## config.mk

```make
export PLATFORM = sky130hd
export DESIGN_NAME = instr_fetch_unit
export DESIGN_NICKNAME = d
export VERILOG_FILES = /design/src/rtl/core_pkg.sv /design/src/rtl/fetch_line_buffer.sv /design/src/rtl/instr_fetch_unit.sv
export SDC_FILE = /design/constraint.sdc
export NUM_CORES = 1
export LEC_CHECK = 0
export ABC_AREA = 0
export CAP_MARGIN = 20
export CORE_ASPECT_RATIO = 1.2
export CORE_MARGIN = 2
export CORE_UTILIZATION = 45
export DETAILED_ROUTE_END_ITERATION = 6
export GPL_ROUTABILITY_DRIVEN = 0
export GPL_TIMING_DRIVEN = 0
export PLACE_DENSITY_LB_ADDON = 0.05
export SKIP_LAST_GASP = 1
export SYNTH_ARGS = -nofsm -noshare
export SYNTH_HDL_FRONTEND = slang
export SYNTH_SLANG_ARGS = --single-unit
```

## constraint.sdc

```tcl
create_clock -name clk -period 2.6 [get_ports clk]
set_input_delay 0.39 -clock clk [delete_from_list [all_inputs] [get_ports clk]]
set_output_delay 0.39 -clock clk [all_outputs]
set_load 0.005 [all_outputs]
```

## src/rtl/core_pkg.sv

```systemverilog
// Shared core definitions: fetch FSM encoding, NOP word, fetch exception codes.
package core_pkg;

    localparam int unsigned XLEN = 32;

    // Fetch FSM state encoding
    typedef enum logic [1:0] {
        FETCH_IDLE  = 2'd0,
        FETCH_BUSY  = 2'd1,
        FETCH_FAULT = 2'd2
    } fetch_state_e;

    // addi x0, x0, 0
    localparam logic [XLEN-1:0] NOP_INSTR = 32'h0000_0013;

    // Exception codes the core pairs with fetch_fault
    localparam logic [3:0] EXC_INSTR_MISALIGNED   = 4'd0;
    localparam logic [3:0] EXC_INSTR_ACCESS_FAULT = 4'd1;

    // One buffered instruction word and its tag
    typedef struct packed {
        logic [XLEN-1:0] addr;
        logic [XLEN-1:0] data;
    } fetch_line_t;

endpackage

```

## src/rtl/fetch_line_buffer.sv

```systemverilog
// Tagged one-entry instruction buffer with write, invalidate and hit compare.
module fetch_line_buffer
    import core_pkg::*;
(
    input  logic            clk,
    input  logic            rst_n,
    input  logic            wr_en,
    input  logic [XLEN-1:0] wr_addr,
    input  logic [XLEN-1:0] wr_data,
    input  logic            inv,
    input  logic [XLEN-1:0] lookup_addr,
    output logic            hit_c,
    output logic [XLEN-1:0] rd_data
);

    logic        valid_q;
    fetch_line_t line_q;

    // Entry storage; invalidate takes priority over a same-cycle write
    always_ff @(posedge clk or negedge rst_n) begin
        if (!rst_n) begin
            valid_q <= 1'b0;
            line_q  <= '0;
        end else if (inv) begin
            valid_q <= 1'b0;
        end else if (wr_en) begin
            valid_q <= 1'b1;
            line_q  <= '{addr: wr_addr, data: wr_data};
        end
    end

    assign hit_c   = valid_q && (line_q.addr == lookup_addr);
    assign rd_data = line_q.data;

endmodule

```

## src/rtl/instr_fetch_unit.sv

```systemverilog
// Turns the core's combinational pc->instruction lookup into a req/ack fetch
// from variable-latency memory, stalling the core via wait_sig until ready.
module instr_fetch_unit #(
    parameter logic [31:0] RST_PC_ADDRESS = 32'h0,
    parameter logic [31:0] NOP_INSTR      = core_pkg::NOP_INSTR,
    parameter int unsigned TIMEOUT_CYCLES = 255
) (
    input  logic        clk,
    input  logic        rst_n,
    input  logic [31:0] pc,
    input  logic        fence_i,
    output logic [31:0] instruction,
    output logic        wait_sig,
    output logic        mem_req,
    output logic [31:0] mem_addr,
    input  logic        mem_ack,
    input  logic [31:0] mem_rdata,
    input  logic        mem_err,
    output logic        fetch_fault,
    output logic [31:0] fetch_fault_addr
);

    localparam int unsigned CNT_W = (TIMEOUT_CYCLES < 2) ? 1 : $clog2(TIMEOUT_CYCLES);
    localparam logic [CNT_W-1:0] CNT_LAST =
        CNT_W'((TIMEOUT_CYCLES == 0) ? 0 : TIMEOUT_CYCLES - 1);

    core_pkg::fetch_state_e state_q, state_d;

    logic             mem_req_d;
    logic [31:0]      mem_addr_d;
    logic [31:0]      fault_addr_d;
    logic             discard_q, discard_d;
    logic [CNT_W-1:0] cnt_q, cnt_d;
    logic             buf_wr_c;
    logic             buf_inv_c;
    logic             buf_hit_c;
    logic [31:0]      buf_data;
    logic             hit_c;
    logic             timeout_c;

    fetch_line_buffer u_line_buffer (
        .clk         (clk),
        .rst_n       (rst_n),
        .wr_en       (buf_wr_c),
        .wr_addr     (mem_addr),
        .wr_data     (mem_rdata),
        .inv         (buf_inv_c),
        .lookup_addr (pc),
        .hit_c       (buf_hit_c),
        .rd_data     (buf_data)
    );

    // Buffer contents are never presented while a fault is pending
    assign hit_c       = buf_hit_c && (state_q != core_pkg::FETCH_FAULT);
    assign instruction = hit_c ? buf_data : NOP_INSTR;
    assign wait_sig    = !hit_c;
    assign timeout_c   = (TIMEOUT_CYCLES != 0) && (cnt_q == CNT_LAST);

    // Next-state and request control
    always_comb begin
        state_d      = state_q;
        mem_req_d    = mem_req;
        mem_addr_d   = mem_addr;
        fault_addr_d = fetch_fault_addr;
        discard_d    = discard_q;
        cnt_d        = cnt_q;
        buf_wr_c     = 1'b0;
        buf_inv_c    = fence_i;

        case (state_q)
            core_pkg::FETCH_IDLE: begin
                if (!hit_c) begin
                    if (pc[1:0] != 2'b00) begin
                        state_d      = core_pkg::FETCH_FAULT;
                        fault_addr_d = pc;
                    end else begin
                        state_d    = core_pkg::FETCH_BUSY;
                        mem_req_d  = 1'b1;
                        mem_addr_d = pc;
                        cnt_d      = '0;
                        discard_d  = 1'b0;
                    end
                end
            end

            core_pkg::FETCH_BUSY: begin
                if (fence_i) begin
                    discard_d = 1'b1;
                end
                if (mem_ack) begin
                    state_d   = core_pkg::FETCH_IDLE;
                    mem_req_d = 1'b0;
                    cnt_d     = '0;
                    discard_d = 1'b0;
                    // A discarded response is dropped, including its error
                    if (!(discard_q || fence_i)) begin
                        if (mem_err) begin
                            buf_inv_c    = 1'b1;
                            fault_addr_d = mem_addr;
                            state_d      = core_pkg::FETCH_FAULT;
                        end else begin
                            buf_wr_c = 1'b1;
                        end
                    end
                end else if (timeout_c) begin
                    state_d      = core_pkg::FETCH_FAULT;
                    mem_req_d    = 1'b0;
                    buf_inv_c    = 1'b1;
                    fault_addr_d = mem_addr;
                    cnt_d        = '0;
                    discard_d    = 1'b0;
                end else begin
                    cnt_d = cnt_q + CNT_W'(1);
                end
            end

            core_pkg::FETCH_FAULT: begin
                // Leave on trap redirect or explicit fence
                if ((pc != fetch_fault_addr) || fence_i) begin
                    state_d = core_pkg::FETCH_IDLE;
                end
            end

            default: begin
                state_d = core_pkg::FETCH_IDLE;
            end
        endcase
    end

    // State and registered outputs
    always_ff @(posedge clk or negedge rst_n) begin
        if (!rst_n) begin
            state_q          <= core_pkg::FETCH_IDLE;
            mem_req          <= 1'b0;
            mem_addr         <= RST_PC_ADDRESS;
            fetch_fault      <= 1'b0;
            fetch_fault_addr <= '0;
            discard_q        <= 1'b0;
            cnt_q            <= '0;
        end else begin
            state_q          <= state_d;
            mem_req          <= mem_req_d;
            mem_addr         <= mem_addr_d;
            fetch_fault      <= (state_d == core_pkg::FETCH_FAULT);
            fetch_fault_addr <= fault_addr_d;
            discard_q        <= discard_d;
            cnt_q            <= cnt_d;
        end
    end

endmodule
```

==> results of run 1 <==
==> cells by family (layout without fill, tap and decap cells) <==
group	count (synthesis)	after routing	share of synthesized area
simple gates	165	165	0.119
xor+xnor	57	57	0.0687
flops	142	142	0.489
compound gates	61	61	0.0701
buf+inv	55	269	0.0474
mux	125	125	0.202
fa+ha+maj	2	2	0.00344
==> placed cells by master (no fill, tap or decap), drive strengths merged, types with 6 or more instances in the layout <==
cell and n:
dfrtp 142, clkdlybuf4s50 119, mux2 94, buf 65, nor2 46, xnor2 44
clkbuf 41, nor3 37, a311o 32, mux2i 31, and3 29, inv 17
dlygate4sd2 14, xor2 13, nand4 11, o21ai 11, nand3 9, nor4 7
clkinv 7, nand2 6, nand2b 6
==> stage by stage <==
stage | cells | utilization | setup TNS, ns | worst slack [ns] | power, mW
3_5_place_dp | 983 | 0.587 | -55.97 | -1.09 | 7.49
6_report | 1029 | 0.648 | -8.49 | -0.283 | 10.0
5_1_grt | 1029 | 0.648 | -10.75 | -0.344 | 10.5
3_3_place_gp | 982 | 0.586 | -714.77 | -4.67 | 7.37
4_1_cts | 1026 | 0.637 | -8.61 | -0.283 | 10.1
2_1_floorplan | 607 | - | 0 | 0.316 | 5.61
==> Yosys cell counts, types with 9 or more instances <==
library cell    n
inv_1          17
nand3_1         9
mux2i_1        31
mux2_2         68
nand4_1        11
nor3_1         37
xnor2_1        44
clkbuf_1       16
mux2_4         26
and3_1         29
o21ai_0        10
nor2_1         46
xor2_1         13
a311o_1        32
dfrtp_1       142
==> layer usage <==
| metal | wire, um | track usage | vias to the layer above |
|---|---|---|---|
| met4 | 501 | 0.101 | 0 |
| li1 | - | - | 2609 |
| met2 | 10900 | 0.435 | 188 |
| met5 | 0 | 0 | - |
| met1 | 8830 | 0.304 | 2908 |
| met3 | 1210 | 0.0555 | 33 |
==> how the worst min path moves through the flow <==
stage                               startpoint                       end  slack (ns)  cells past startpoint
final                                   pc[17]  mem_addr[17]$_DFFE_PN0P_        0.45                      2
after global routing                    pc[17]  mem_addr[17]$_DFFE_PN0P_        0.46                      2
after CTS                               pc[22]  mem_addr[22]$_DFFE_PN0P_        0.44                      2
after detailed placement                 rst_n   mem_addr[9]$_DFFE_PN0P_        0.36                      1
after global placement    cnt_q[6]$_DFFE_PN0P_      cnt_q[6]$_DFFE_PN0P_        0.47                      1
after floorplan                          rst_n      cnt_q[0]$_DFFE_PN0P_        0.09                      0
==> cell type report <==
type / instances / area, um^2 / share of cell area
multi-input combinational: 410 / 3530 / 0.347
clock buffer: 20 / 467 / 0.0458
buffer: 38 / 325 / 0.0320
clock inverter: 11 / 140 / 0.0138
inverter: 17 / 63.8 / 0.00627
tap: 208 / 260 / 0.0256
sequential: 142 / 3550 / 0.349
timing repair buffer: 183 / 1840 / 0.181
==> registers in the layout, indices dropped and copies added (netlist names) <==
name,count
cnt_q,8
u_line_buffer.line_q,32
mem_addr,32
fetch_fault_addr,32
state_q,2
discard_q,1
mem_req,1
u_line_buffer.rd_data,32
fetch_fault,1
u_line_buffer.valid_q,1
==> worst register-to-register path: stages, from the launching register on <==
cell	delay (ns)
dfrtp_1	0.40
xnor2_2	0.19
nand4_1	0.21
nor4_2	0.31
and4_4	0.29
buf_12	0.12
buf_8	0.11
buf_4	0.13
buf_12	0.14
clkbuf_16	0.16
nor3_1	0.05
a311o_1	0.28
==> what timing repair did <==
action	CTS	global route
hold buffers	1	0
endpoints found under the setup margin	39	120
endpoints found under the hold margin	48	0
cloned	3	3
pin swaps	15	2
buffers inserted	8	0
resized for setup	190	29
==> power by group through the flow <==
stage / sequential (mW) / clock, mW / combinational [mW]
2_1_floorplan: 3.79 / 0 / 1.82
3_3_place_gp: 3.92 / 0 / 3.45
3_5_place_dp: 3.97 / 0 / 3.52
4_1_cts: 3.96 / 2.53 / 3.57
5_1_grt: 4.09 / 2.64 / 3.81
6_report: 3.98 / 2.50 / 3.56
==> impl_metrics.ini, run 1 <==
[sta]
worstMarginPinSlew_ns = 0.769
hold_ws_ns = 0.450
rsz0062_at_grt = yes
setup_viol = 33
fmax_mhz = 347
drv_slew = 0
final.setup.worst_slack_ns = -0.283
final.min_clock_period_ns = 2.88
finalHoldViolations = 0
fin_skew_ns = 0.00802
fin_crit_sh = 1.11
slew_headroom = 0.483

[floorplan]
dieHeight_um = 143
io-pin-count = 168
fp.dieW_um = 120
design.die.area_um2 = 17200
start_util = 0.463
num_rows = 50
core_um2 = 15700

[detailed_routing]
drc_errors = 0
routed_wl_mm = 21.4
antenna_left = 0
via_per_inst = 5.58
vias = 5738
dr.first_iter.drc_count = 324
dr.pass1.iters = 4
wl_per_cell_um = 20.8

[cts]
htree_num_levels = 4
clkSinkCount = 142
cts_tree = done
cts_buffer_depth = 2
cts_buffers = 17
root_buffer = clkbuf_16
path_clk_slew_ns = 0.06
clock_latency_ns = 0.42

[setup_path]
arrival_ns = 2.49
worstReg2RegEnd = fetch_fault_addr[10]$_DFFE_PN0P_
cp_cell_sequence = clkdlybuf4s50_1, xnor2_1, nand4_1, nor3_2, and4_4, buf_12, buf_6, clkbuf_16, and3_4, buf_6
startpoint_type = input pin
required_ns = 2.21
critPathMaxStageDelay_ns = 0.56
r2r-start = u_line_buffer.line_q[58]$_DFFE_PN0P_
reg2reg_slack_ns = 0.09
crit_start = pc[27]
crit_fanout = 5
crit_family = buffers and inverters
critPathBufInv = 5
crit_top_cell = buf_6
crit_cells = 10
cp-end-kind = output pin
slowest_stage = clkdlybuf4s50_1
crit_end = instruction[29]
path_class = in2out
reg2reg_depth = 11

[power_and_ir_drop]
irDropWorstVdd_uv = 476
power.switching_mw = 3.12
p_comb_frac = 0.355
p_clk_frac = 0.249
pwr-share-seq = 0.396
switching_share = 0.311
p_int_mw = 6.91
p_per_area_nw_per_um2 = 986
p_leak_nw = 4.72

[layout]
n_fill_cell = 1235
final_nets = 880
layout-drive-gt1-share = 0.285
final_cell_area_um2 = 10200
antennaDiodeCount = 0
area_growth_pct = 40.2

[logic_synthesis]
synth.top_cell.area_share = 0.489
synthArstFlopShare = 1.00
synth.area.top_cells = dfrtp_1, mux2_2, mux2_4, xnor2_1, a311o_1
synthCells = 607
synth_seq_cells = 142
synth_warnings = 0
syn_area_per_cell_um2 = 12.0
synth.net_count = 678
seq_area_frac_synth = 0.489
syn_area_um2 = 7260
synth-main-ff-cell = dfrtp_1
yosysUniqueCellTypes = 44
synth_edf_count = 0
synth_largest_area_cell = dfrtp_1

[grt]
antenna_found_initial = 0
grt_max_degree = 95
grt_pass1_wl_mm = 32.7
grt_pass1_vias = 5970
overflow = 0
grt_use_total = 0.252

[run_status]
status = finished, violations left
violations = negative setup slack

[place]
port_buffers = 167
placed_area_um2 = 9220
hpwl_mm = 14.9

[run]
cap_violations = 0

[worst_hold_path]
hold_path_class = in2reg
Note: power is estimated with default switching activity, not from simulation.
==> run 2: changes to the inputs <==
clock period = 2.8 ns   (was 2.6 ns; I/O delays follow)
==> run 2 against run 1 <==
The flow still finishes with violations (negative setup slack); register-to-register slack gained 0.08 ns; total power decreased by 7.5%; setup slack better by 0.23 ns; hold slack improved by 0.037 ns; combinational power is 7.6% lower; first-iteration DRC count rose by 4.0%; sequential share of layout area rose by 0.49 points; routed wire length fell by 2.0%; cell count decreased by 0.29%.
==> impl_metrics.ini, run 2 (synthesized netlist as in run 1, its figures left out) <==
[grt]
grt_pass1_vias = 5982
grt_pass1_wl_mm = 32.7
grt_use_total = 0.252
grt_max_degree = 95
antenna_found_initial = 0
overflow = 0

[layout]
final_nets = 877
final_cell_area_um2 = 10000
layoutNonFillerInstCount = 1026
antennaDiodeCount = 0
n_fill_cell = 1256
final_common_cell = dfrtp_1
layout-drive-gt1-share = 0.273
utilization = 0.639
area_growth_pct = 38.2
final_cell_mix = dfrtp_1, clkdlybuf4s50_1, mux2_2, nor2_1

[sta]
fin_crit_sh = 1.02
final.min_clock_period_ns = 2.85
worstMarginPinSlew_ns = 1.07
hold_ws_ns = 0.487
fin_skew_ns = 0.00918
fmax_mhz = 350
rsz0062_at_grt = yes
slew_headroom = 0.283
final.setup.worst_slack_ns = -0.0536
finalHoldViolations = 0
drv_slew = 0
setup_viol = 32

[floorplan]
core_um2 = 15700
io-pin-count = 168
start_util = 0.463
dieHeight_um = 143
fp.dieW_um = 120
num_rows = 50
design.die.area_um2 = 17200

[worst_hold_path]
holdPathEnd = mem_addr[17]$_DFFE_PN0P_
whs_path_depth = 2
min_from = pc[17]
hold_path_class = in2reg

[setup_path]
path_class = in2out
reg2reg_depth = 6
arrival_ns = 2.43
required_ns = 2.38
reg2reg_slack_ns = 0.17
r2r-start = state_q[1]$_DFF_PN0_
worstReg2RegEnd = fetch_fault_addr[3]$_DFFE_PN0P_
startpoint_type = input pin
crit_fanout = 5
cp-end-kind = output pin

[power_and_ir_drop]
power.switching_mw = 2.87
p_clk_frac = 0.248
irDropWorstVdd_uv = 437
pwr-share-seq = 0.397
switching_share = 0.309
p_comb_frac = 0.355
power.total_mw = 9.29
p_int_mw = 6.41
p_leak_nw = 4.67
p_per_area_nw_per_um2 = 925

[detailed_routing]
vias = 5691
drc_errors = 0
antenna_left = 0
dr.first_iter.drc_count = 337
dr.pass1.iters = 4
via_per_inst = 5.55
wl_per_cell_um = 20.5
routed_wl_mm = 21.0

[run]
cap_violations = 0

[cts]
cts_buffer_depth = 2
root_buffer = clkbuf_16
path_clk_slew_ns = 0.06
clock_latency_ns = 0.42
clkSinkCount = 142
cts_buffers = 17
cts_tree = done
htree_num_levels = 4

[place]
placed_area_um2 = 9220
port_buffers = 167
dpl.cell_count = 983
hpwl_mm = 14.9

[run_status]
violations = negative setup slack
status = finished, violations left
## run 2: cell types whose count changed in the layout (fill, tap and decap cells not counted), moves of 2 or more
cell / previous run / this run
clkbuf_2: 7 / 1
buf_4: 6 / 8
clkbuf_1: 9 / 13
clkbuf_16: 21 / 18
clkdlybuf4s50_1: 119 / 114
buf_1: 0 / 2
dlygate4sd2_1: 14 / 19
buf_12: 4 / 2
buf_6: 20 / 18
buf_2: 26 / 28
## run 2: how the worst max path moves through the flow
stage / start / slack [ns] / to
finish: pc[24] / -0.05 / instruction[29]
global placement: rst_n / -4.50 / u_line_buffer.rd_data[23]$_DFFE_PN0P_
detailed placement: pc[12] / -0.95 / instruction[29]
floorplan: pc[5] / 0.48 / instruction[11]
CTS: u_line_buffer.line_q[58]$_DFFE_PN0P_ / -0.11 / instruction[11]
global route: u_line_buffer.line_q[58]$_DFFE_PN0P_ / -0.13 / instruction[29]
## run 2: layout make-up
cell class / count / area [um^2] / share of cell area
buffer: 37 / 298 / 0.0297
clock buffer: 20 / 467 / 0.0465
clock inverter: 11 / 140 / 0.0140
inverter: 17 / 63.8 / 0.00636
multi-input combinational: 410 / 3520 / 0.351
sequential: 142 / 3550 / 0.354
tap: 208 / 260 / 0.0259
timing repair buffer: 181 / 1740 / 0.173
## run 2: worst max-delay path: stages
cell	delay, ns
clkdlybuf4s50_1	0.54
xnor2_2	0.29
nand4_1	0.11
nor4_1	0.19
and4_4	0.34
buf_6	0.13
clkbuf_16	0.13
and3_4	0.19
buf_6	0.09
## run 2: repair_timing
item	in CTS	in global routing
pin swaps	17	2
hold endpoints to repair	48	0
hold buffers	1	0
setup buffers	8	1
gates resized for setup	194	14
setup endpoints to repair	33	39
cloned	3	0
## run 2: routing by layer
metal  global-route usage  share of wire  up-vias
met5                    0              0        -
met4                0.101          0.021        0
met3               0.0555          0.061       24
met2                0.436           0.52      207
met1                0.304           0.40     2863
li1                     -              -     2597
## run 2: power groups by stage
| stage | clock network, mW | logic [mW] | registers [mW] |
|---|---|---|---|
| 2_1_floorplan | 0 | 1.69 | 3.52 |
| 3_3_place_gp | 0 | 3.20 | 3.64 |
| 3_5_place_dp | 0 | 3.27 | 3.69 |
| 4_1_cts | 2.35 | 3.32 | 3.68 |
| 5_1_grt | 2.45 | 3.53 | 3.80 |
| 6_report | 2.31 | 3.29 | 3.69 |
## run 2: through the flow
step	setup WS [ns]	setup TNS, ns
final	-0.0536	-0.887
after global routing	-0.127	-3.49
after CTS	-0.113	-2.99
after detailed placement	-0.948	-38.33
after global placement	-4.50	-673.10
after floorplan	0.477	0
